`src/rtl/usb_speed_ctrl.sv`:
```
// Start/retry/timeout sequencer wrapped around usb_autodetect; publishes the final speed and status.
// Optional macro USB_SPEED_CTRL_STABLE_EN: require a steady speed for pSTABLE_CYCLES before accepting it.
module usb_speed_ctrl #(
  parameter int pCOUNTER_WIDTH  = 24,
  parameter int pRESTART_CYCLES = 10,
  parameter int pSTABLE_CYCLES  = 4
) (
  input  logic                      cwusb_clk,
  input  logic                      reset_i,
  input  logic [1:0]                I_mode,
  input  logic                      I_start,
  input  logic                      I_abort,
  input  logic [pCOUNTER_WIDTH-1:0] I_wait1,
  input  logic [pCOUNTER_WIDTH-1:0] I_wait2,
  input  logic [pCOUNTER_WIDTH-1:0] I_timeout,
  input  logic [3:0]                I_max_retries,
  input  logic [1:0]                I_det_speed,
  output logic                      O_det_restart,
  output logic [pCOUNTER_WIDTH-1:0] O_det_wait1,
  output logic [pCOUNTER_WIDTH-1:0] O_det_wait2,
  output logic [1:0]                O_speed,
  output logic                      O_busy,
  output logic                      O_done,
  output logic                      O_fail,
  output logic [3:0]                O_retries
);

  localparam logic [1:0] USB_SPEED_AUTO = 2'd0;
  localparam int RCW = $clog2(pRESTART_CYCLES + 1);
  localparam logic [RCW-1:0] RESTART_LAST = RCW'(pRESTART_CYCLES - 1);
  localparam logic [RCW-1:0] RCNT_ONE = RCW'(1);
  localparam logic [pCOUNTER_WIDTH-1:0] CNT_ONE = pCOUNTER_WIDTH'(1);

  if (pRESTART_CYCLES < 1 || pSTABLE_CYCLES < 1) begin : g_bad_param
    $error("usb_speed_ctrl: pRESTART_CYCLES and pSTABLE_CYCLES must be >= 1");
  end

  typedef enum logic [2:0] {ST_IDLE, ST_RESTART, ST_WAIT, ST_DONE, ST_FAIL} state_t;

  state_t                    state_q, state_d;
  logic [RCW-1:0]            rcnt_q, rcnt_d;
  logic [pCOUNTER_WIDTH-1:0] wcnt_q, wcnt_d;
  logic [pCOUNTER_WIDTH-1:0] wait1_q, wait1_d, wait2_q, wait2_d, timeout_q, timeout_d;
  logic [3:0]                max_retries_q, max_retries_d, retries_q, retries_d;
  logic [1:0]                speed_q, speed_d;
  logic                      restart_q, restart_d;
  logic                      speed_ok;

`ifdef USB_SPEED_CTRL_STABLE_EN
  localparam int SCW = $clog2(pSTABLE_CYCLES + 1);
  localparam logic [SCW-1:0] STAB_N = SCW'(pSTABLE_CYCLES);
  logic [SCW-1:0] stab_q, stab_d;
  logic [1:0]     last_q;

  // Counts consecutive cycles of one unchanged non-AUTO speed; any change restarts at 1 (or 0 for AUTO).
  always_comb begin
    stab_d = '0;
    if (I_det_speed != USB_SPEED_AUTO)
      stab_d = (I_det_speed == last_q) ? stab_q + SCW'(1) : SCW'(1);
    speed_ok = (stab_d == STAB_N);
  end

  always_ff @(posedge cwusb_clk) begin
    if (reset_i || state_q != ST_WAIT) begin
      stab_q <= '0;
      last_q <= USB_SPEED_AUTO;
    end else begin
      stab_q <= stab_d;
      last_q <= I_det_speed;
    end
  end
`else
  assign speed_ok = (I_det_speed != USB_SPEED_AUTO);
`endif

  always_comb begin
    state_d       = state_q;
    rcnt_d        = rcnt_q;
    wcnt_d        = wcnt_q;
    wait1_d       = wait1_q;
    wait2_d       = wait2_q;
    timeout_d     = timeout_q;
    max_retries_d = max_retries_q;
    retries_d     = retries_q;
    speed_d       = speed_q;
    restart_d     = 1'b0;
    if (I_abort) begin
      state_d = ST_IDLE;
      speed_d = USB_SPEED_AUTO;
    end else begin
      case (state_q)
        ST_IDLE, ST_DONE, ST_FAIL: begin
          if (I_start) begin
            wait1_d       = I_wait1;
            wait2_d       = I_wait2;
            timeout_d     = I_timeout;
            max_retries_d = I_max_retries;
            retries_d     = 4'd0;
            // Forced-mode codes coincide with the USB_SPEED_* encodings.
            if (I_mode != 2'b00) begin
              state_d = ST_DONE;
              speed_d = I_mode;
            end else begin
              state_d   = ST_RESTART;
              speed_d   = USB_SPEED_AUTO;
              rcnt_d    = '0;
              restart_d = 1'b1;
            end
          end
        end
        ST_RESTART: begin
          if (rcnt_q == RESTART_LAST) begin
            state_d = ST_WAIT;
            wcnt_d  = '0;
          end else begin
            rcnt_d    = rcnt_q + RCNT_ONE;
            restart_d = 1'b1;
          end
        end
        ST_WAIT: begin
          if (speed_ok) begin
            state_d = ST_DONE;
            speed_d = I_det_speed;
          end else if (timeout_q != '0 && wcnt_q == timeout_q - CNT_ONE) begin
            if (retries_q < max_retries_q) begin
              retries_d = (retries_q == 4'hF) ? retries_q : retries_q + 4'd1;
              state_d   = ST_RESTART;
              rcnt_d    = '0;
              restart_d = 1'b1;
            end else begin
              state_d = ST_FAIL;
            end
          end else begin
            wcnt_d = wcnt_q + CNT_ONE;
          end
        end
        default: state_d = ST_IDLE;
      endcase
    end
  end

  always_ff @(posedge cwusb_clk) begin
    if (reset_i) begin
      state_q       <= ST_IDLE;
      rcnt_q        <= '0;
      wcnt_q        <= '0;
      wait1_q       <= '0;
      wait2_q       <= '0;
      timeout_q     <= '0;
      max_retries_q <= '0;
      retries_q     <= '0;
      speed_q       <= USB_SPEED_AUTO;
      restart_q     <= 1'b0;
    end else begin
      state_q       <= state_d;
      rcnt_q        <= rcnt_d;
      wcnt_q        <= wcnt_d;
      wait1_q       <= wait1_d;
      wait2_q       <= wait2_d;
      timeout_q     <= timeout_d;
      max_retries_q <= max_retries_d;
      retries_q     <= retries_d;
      speed_q       <= speed_d;
      restart_q     <= restart_d;
    end
  end

  assign O_det_restart = restart_q;
  assign O_det_wait1   = wait1_q;
  assign O_det_wait2   = wait2_q;
  assign O_speed       = speed_q;
  assign O_busy        = (state_q == ST_RESTART) || (state_q == ST_WAIT);
  assign O_done        = (state_q == ST_DONE);
  assign O_fail        = (state_q == ST_FAIL);
  assign O_retries     = retries_q;

endmodule

```
`config.mk`:
```
export PLATFORM = sky130hd
export DESIGN_NAME = usb_speed_ctrl
export DESIGN_NICKNAME = d
export VERILOG_FILES = /design/src/rtl/usb_speed_ctrl.sv
export SDC_FILE = /design/constraint.sdc
export NUM_CORES = 1
export LEC_CHECK = 0
export ABC_CLOCK_PERIOD_IN_PS = 4160
export CORE_MARGIN = 2
export CORE_UTILIZATION = 33
export DETAILED_ROUTE_END_ITERATION = 10
export REMOVE_ABC_BUFFERS = 1
export SKIP_LAST_GASP = 1
export SYNTH_ARGS = -nofsm -noshare
export SYNTH_HDL_FRONTEND = slang
export SYNTH_SLANG_ARGS = --single-unit
```
`constraint.sdc`:
```
create_clock -name cwusb_clk -period 4.16 [get_ports cwusb_clk]
set_clock_uncertainty 0.1 [all_clocks]
set_input_delay 0.832 -clock cwusb_clk [delete_from_list [all_inputs] [get_ports cwusb_clk]]
set_output_delay 0.832 -clock cwusb_clk [all_outputs]
set_load 0.005 [all_outputs]
```
-- After elaboration in Yosys (flattened, before gate mapping)
Cells that the tools add are included.
- register bits after elaboration: 114
- latch bits: 0
- memory bits (writable): 0
- bits in read-only memories: 0
- input port bits: 84
- output and inout port bits: 58
- memories kept: 0
- add/sub/neg operators: 4
- multiply operators: 0
- divide/modulo/power cells: 0
- order comparisons: 1
- eq/ne operators: 18
- shifts and indexed selects: 0
- multiplexer cells: 35
- bitwise gates (word level): 1
- reductions and logical operators: 17
- operators with widths (kind ; count):
    $mux W24 ; 3
    $pmux W24 S2 ; 1
    $mux W4 ; 11
    $add A24 B1 Y24 const B ; 1
    $eq A24 B24 Y1 ; 1
    $reduce_bool A24 Y1 ; 1
    $sub A24 B1 Y24 const B ; 1
    $ne A2 B2 Y1 const B ; 10
    $mux W3 ; 5
    $pmux W4 S3 ; 1
    $pmux W3 S3 ; 1
    $reduce_and A3 Y1 ; 3
    $add A4 B1 Y4 const B ; 2
    $eq A4 B4 Y1 const B ; 2
    $mux W2 ; 4
    $pmux W4 S2 ; 1
    $reduce_and A8 Y1 ; 1
    $reduce_bool A2 Y1 ; 4
    $reduce_and A7 Y1 ; 1
    $eq A3 B2 Y1 const B ; 2
    $mux W1 ; 6
    $reduce_and A5 Y1 ; 1
    $lt A4 B4 Y1 ; 1
    $pmux W2 S2 ; 1
    11 further kinds ; 11

-- Depth between registers and ports, before layout
- word-level depth: 6
- mapped depth: 14

-- Worst setup path before layout
No wires, ideal clock.
- path kind: register to register
- start: reg timeout_q[0]
- end: reg retries_q[3] (netlist: O_retries[3])
- setup time: 86 ps
- arrival time: 2994 ps
- setup slack: 980 ps
- stages on the path, launching flop included: 12
- path buffers: 1
- path through: dfxtp_1 -> inv_1 -> ha_1 -> clkbuf_1 -> nand3_1 -> or4_1 -> xnor2_1 -> a2111oi_0 -> and4_4 -> a31oi_1 -> or4_1 -> a211oi_1
- word-level cells in the longest chain between the ends: 5
- RTL lines (what ; RTL line ; source):
    start: declaration ; 43 ; logic [pCOUNTER_WIDTH-1:0] wait1_q, wait1_d, wait2_q, wait2_d, timeout_q, timeout_d;
    start signal: assignment ; 160 ; timeout_q <= timeout_d;
    $sub A24 B1 Y24 ; 124 ; end else if (timeout_q != '0 && wcnt_q == timeout_q - CNT_ONE) begin
    $eq A24 B24 Y1 ; 124 ;
    $logic_and A1 B1 Y1 (*) ; 124 ;
    $ne A2 B2 Y1 (no source line) (*) ; -- ;
    $reduce_and A7 Y1 (no source line) (*) ; -- ;
    end signal: assignment ; 162 ; retries_q <= retries_d;
    end: declaration ; 44 ; logic [3:0] max_retries_q, max_retries_d, retries_q, retries_d;
Every way passes the cells marked *; elsewhere a longest branch is shown, timed or not.
A chain may end at the register's enable or synchronous reset.

-- Final worst setup path
Ends and elaborated chain as after synthesis.

==> summary by stage <==
Route
The routed design has approximately 16 mm of wire. For this run, design rule violations remaining after detail routing come to 0. The mean routed wirelength per cell is 14.1 µm. Detailed routing inserted a total of 5704 vias. The number of DRC violations after detailed-routing iteration 0 is roughly 440. The number of detailed-route iterations in the first pass is 5. The ratio of routed vias to standard cells is ~5.1. The antenna violation net count after detailed routing is 0.

STA
Derived from the worst setup path, the maximum achievable clock frequency is 296 MHz. The pin slew with the least headroom to its limit is around 1.0 ns. Setup repair after global routing left no endpoint under its margin. Hold timing on the final database bottoms out at a slack of 0.352 ns. The time the final worst path needs with I/O delays and setup is between 3 and 4 ns. Setup violations remaining at the end of the flow were counted as 0. The number of slew-limit violations in the final report is 0. In the final timing run, aggregate negative setup slack is 0 ns. The period utilization is 0.813. Measured against its own limit, the worst slew margin works out to 0.312.

After layout, the worst setup slack is 0.778 ns. The total count of hold-check failures in the final report is 0.

Floorplanning
The die covers 18300 µm². The die width is about 140 µm. The starting density of the core is 0.333. Measured along the y axis, the die boundary spans between 100 and 150 µm. approximately 140 I/O pins were placed. The floorplan has 48 rows. The core region is ~17000 µm².

Synth
Of all cell types, the one taking the most synthesized area is sky130_fd_sc_hd__dfxtp_1. By area the synthesized netlist is led by sky130_fd_sc_hd__dfxtp_1 (40%), sky130_fd_sc_hd__nand2_1 (13%), sky130_fd_sc_hd__a21oi_1 (9.5%). The synthesized area per cell is between 7 and 8 µm². The synthesis-stage register bit count is about 110. For this run, the leading register cell type out of synthesis is sky130_fd_sc_hd__dfxtp_1. In this run, synthesis inferred 0 flip-flops with an integrated enable. Counting distinct cell types in the post-synthesis netlist gives 62. The share of flip-flops with an asynchronous set or reset is 0. Of the post-synthesis cell area, the dominant cell type holds 0.400. The synthesized netlist occupies a cell area of roughly 5700 µm². The Yosys step of the flow raised 0 warnings. Synthesis handed over a netlist of around 760 instances. The share of the Yosys chip area taken by registers is 0.400.

Worst setup path
The type of origin of the critical path is a register. By startpoint and endpoint, the worst setup path is classified as reg -> reg. In this run the critical register-to-register path is launched from timeout_q[0].

Of all nets on the critical path, the largest fanout is 8. The worst path arrival time is ~3.6 ns. The endpoint required time on the critical path is 4.39 ns. The kind of end point of the critical path is a register. The end of the worst register-to-register path is O_retries[3]. The register-to-register setup slack is 0.78 ns. The worst reg-to-reg path cell count is 10.

Placed design
The detailed-placement wirelength estimate is roughly 11 mm. The cell count after placement is about 1100. Buffers placed on the I/O ports in this run total approximately 140. The final estimated routing congestion in global placement is between 0.7 and 0.8. Before CTS, the worst setup slack after placement is approximately 0.81 ns. The total placed instance area is 7280 µm².

Final layout
The count of filler cells inserted in the layout is between 1500 and 2000. The share of post-route cells with drive strength above 1 is 0.0658. Leaving out fill and tap cells, the most frequent cells in the layout are sky130_fd_sc_hd__nand2_1 (190), sky130_fd_sc_hd__clkdlybuf4s50_1 (140), sky130_fd_sc_hd__dfxtp_1 (114), sky130_fd_sc_hd__a21oi_1 (108), sky130_fd_sc_hd__nor2_1 (38).

The total number of nets in the final design is approximately 1000. 0 antenna diodes ended up in the layout. In the final layout, flip-flops and latches occupy 2280 µm². Leaving out fill and tap cells, the most frequent cell in the layout is sky130_fd_sc_hd__nand2_1.

The multi-input combinational cells in the finished layout cover a total of ~3200 µm². The final instance area is 7880 µm². The synthesis-to-finish area growth is 38.3%.

The filler-free cell count of the finished design is ~1100.

Hold path
The path class of the tightest hold or removal check is reg -> reg. The hold path startpoint is O_det_wait1[6]. The worst hold path cell count is 2. For hold timing, the worst endpoint is O_det_wait1[6].

Power and ir drop
Of the total power, registers draw 0.377. The power density relative to cell area is slightly below 400 nW/µm². For this design the static power due to leakage is ~2.8 nW. Of the total power, combinational logic draws 0.147. The share of total power in the clock network is 0.476.

The switching share of total power is 0.263. Across the VDD grid, the largest voltage drop is ~0.25 mV. The power dissipated by switching net loads is about 0.00081 W.

Cell internal power was estimated by the tool at roughly 0.0023 W.

GRT
The number of antenna violations at the first check in global routing is 0. The largest net degree at the start of global routing is 95. The total congestion overflow is 0.

The first global-routing pass estimated between 20 and 30 mm of wire. For this run, the total global-route usage over all layers was measured as 0.179. The via count of the first global-routing pass came to about 5200.

Clocking
The H-tree was split into 4 levels. The root buffer cell chosen for the clock tree is sky130_fd_sc_hd__clkbuf_16. The clock slew seen by the registers of the worst setup and hold paths is roughly 0.06 ns.

The sink count of the clock tree is around 110. The number of CTS-inserted buffers is 17. The number of setup buffers added after CTS is 0. The number of instances resized during post-cts repair is 0. The later-pin clock latency in the skew report is 0.42 ns. Hold repair after CTS inserted 0 buffers. TritonCTS built the clock tree.

The maximum clock path buffer count is 2.

Status
The flow ran to the end, and the final reports show no timing, DRC or antenna violations.

Flow run
Max-cap violations in this run came to 0.
## logic make-up (layout without fill, tap and decap cells)
logic type,count (synthesis),after routing,synth area share
muxes,3,3,0.00527
xor gates and xnor gates,30,30,0.0461
AOI/OAI and AO/OA,184,184,0.187
buffers and inverters,64,197,0.0443
adders and majority gates,8,8,0.0176
and+or+nand+nor,360,360,0.300
DFF,114,114,0.400
## state kept, by name, indices dropped and copies added (netlist names)
name,cells
timeout_q,24
O_retries,4
wcnt_q,24
O_speed,2
O_det_wait2,24
O_det_restart,1
state_q,3
O_det_wait1,24
rcnt_q,4
max_retries_q,4
## worst max path at each step
stage	endpoint	slack, ns	startpoint
6_report	O_retries[3]	0.78	timeout_q[0]
3_5_place_dp	O_retries[3]	0.81	timeout_q[0]
2_1_floorplan	O_det_wait1[0]	-1.38	state_q[1]
5_1_grt	O_retries[3]	0.31	timeout_q[2]
3_3_place_gp	O_retries[3]	0.85	timeout_q[0]
4_1_cts	O_retries[3]	0.80	timeout_q[0]
## cells in the mapped netlist (2+ instances only)
cell	number
sky130_fd_sc_hd__o21a_1	2
sky130_fd_sc_hd__and4_1	3
sky130_fd_sc_hd__xor2_1	9
sky130_fd_sc_hd__a41o_1	2
sky130_fd_sc_hd__buf_1	2
sky130_fd_sc_hd__and2_1	7
sky130_fd_sc_hd__a31oi_1	5
sky130_fd_sc_hd__nand4b_1	5
sky130_fd_sc_hd__o311ai_0	2
sky130_fd_sc_hd__nor2_1	38
sky130_fd_sc_hd__a22oi_1	2
sky130_fd_sc_hd__a21oi_1	108
sky130_fd_sc_hd__nor2b_1	2
sky130_fd_sc_hd__a31o_2	3
sky130_fd_sc_hd__nand2_1	190
sky130_fd_sc_hd__a2111oi_0	4
sky130_fd_sc_hd__a211oi_1	2
sky130_fd_sc_hd__nand3_1	23
sky130_fd_sc_hd__o22ai_1	3
sky130_fd_sc_hd__or3_1	10
sky130_fd_sc_hd__a32oi_1	3
sky130_fd_sc_hd__o21ai_0	28
sky130_fd_sc_hd__nand4_1	15
sky130_fd_sc_hd__nor4_1	5
sky130_fd_sc_hd__nor3b_1	3
sky130_fd_sc_hd__or2_2	3
sky130_fd_sc_hd__nand2b_1	6
sky130_fd_sc_hd__nor3_1	18
sky130_fd_sc_hd__o211ai_1	4
sky130_fd_sc_hd__xnor2_1	21
sky130_fd_sc_hd__dfxtp_1	114
sky130_fd_sc_hd__or4_1	8
sky130_fd_sc_hd__o31ai_1	4
sky130_fd_sc_hd__mux2i_1	3
sky130_fd_sc_hd__nor4_2	2
sky130_fd_sc_hd__and3_1	10
sky130_fd_sc_hd__inv_1	15
sky130_fd_sc_hd__ha_1	8
sky130_fd_sc_hd__clkbuf_1	42
sky130_fd_sc_hd__nand3b_1	4
sky130_fd_sc_hd__buf_2	4
## through the flow
stage | util | power, W
detailed placement | 0.425 | 0.00165
global placement | 0.425 | 0.00165
finish | 0.461 | 0.00309
floorplan | - | 0.00143
CTS | 0.461 | 0.00314
global route | 0.461 | 0.00324
## area by class of cell
cell class                 instances  area share
multi-input combinational        585       0.402
sequential                       114       0.289
timing repair buffer             150       0.189
clock buffer                      19      0.0575
tap                              225      0.0357
clock inverter                    13      0.0190
inverter                          15     0.00714
## worst max-delay path, stage by stage (launching register included)
cell	delay, ns
sky130_fd_sc_hd__dfxtp_1	0.35
sky130_fd_sc_hd__inv_1	0.08
sky130_fd_sc_hd__ha_1	0.30
sky130_fd_sc_hd__nand3_1	0.26
sky130_fd_sc_hd__or4_1	0.47
sky130_fd_sc_hd__xnor2_1	0.13
sky130_fd_sc_hd__a2111oi_0	0.44
sky130_fd_sc_hd__and4_4	0.35
sky130_fd_sc_hd__a31oi_1	0.11
sky130_fd_sc_hd__or4_1	0.47
sky130_fd_sc_hd__a211oi_1	0.22
## layer usage
metal,up-vias,track usage,wire length (µm)
met2,136,0.284,7240
met5,-,0,0
li1,2909,-,-
met4,0,0.0648,238
met3,16,0.0576,1010
met1,2643,0.229,7320
## power groups by stage
| stage | sequential, W | clock, W | combinational (W) |
|---|---|---|---|
| after floorplan | 0.00119 | 0 | 0.000242 |
| after global placement | 0.00119 | 0 | 0.000456 |
| after detailed placement | 0.00119 | 0 | 0.000456 |
| after CTS | 0.00117 | 0.00151 | 0.000459 |
| after global routing | 0.00117 | 0.00155 | 0.000510 |
| final | 0.00117 | 0.00147 | 0.000455 |
No activity file was read; power rests on OpenSTA's default activity.
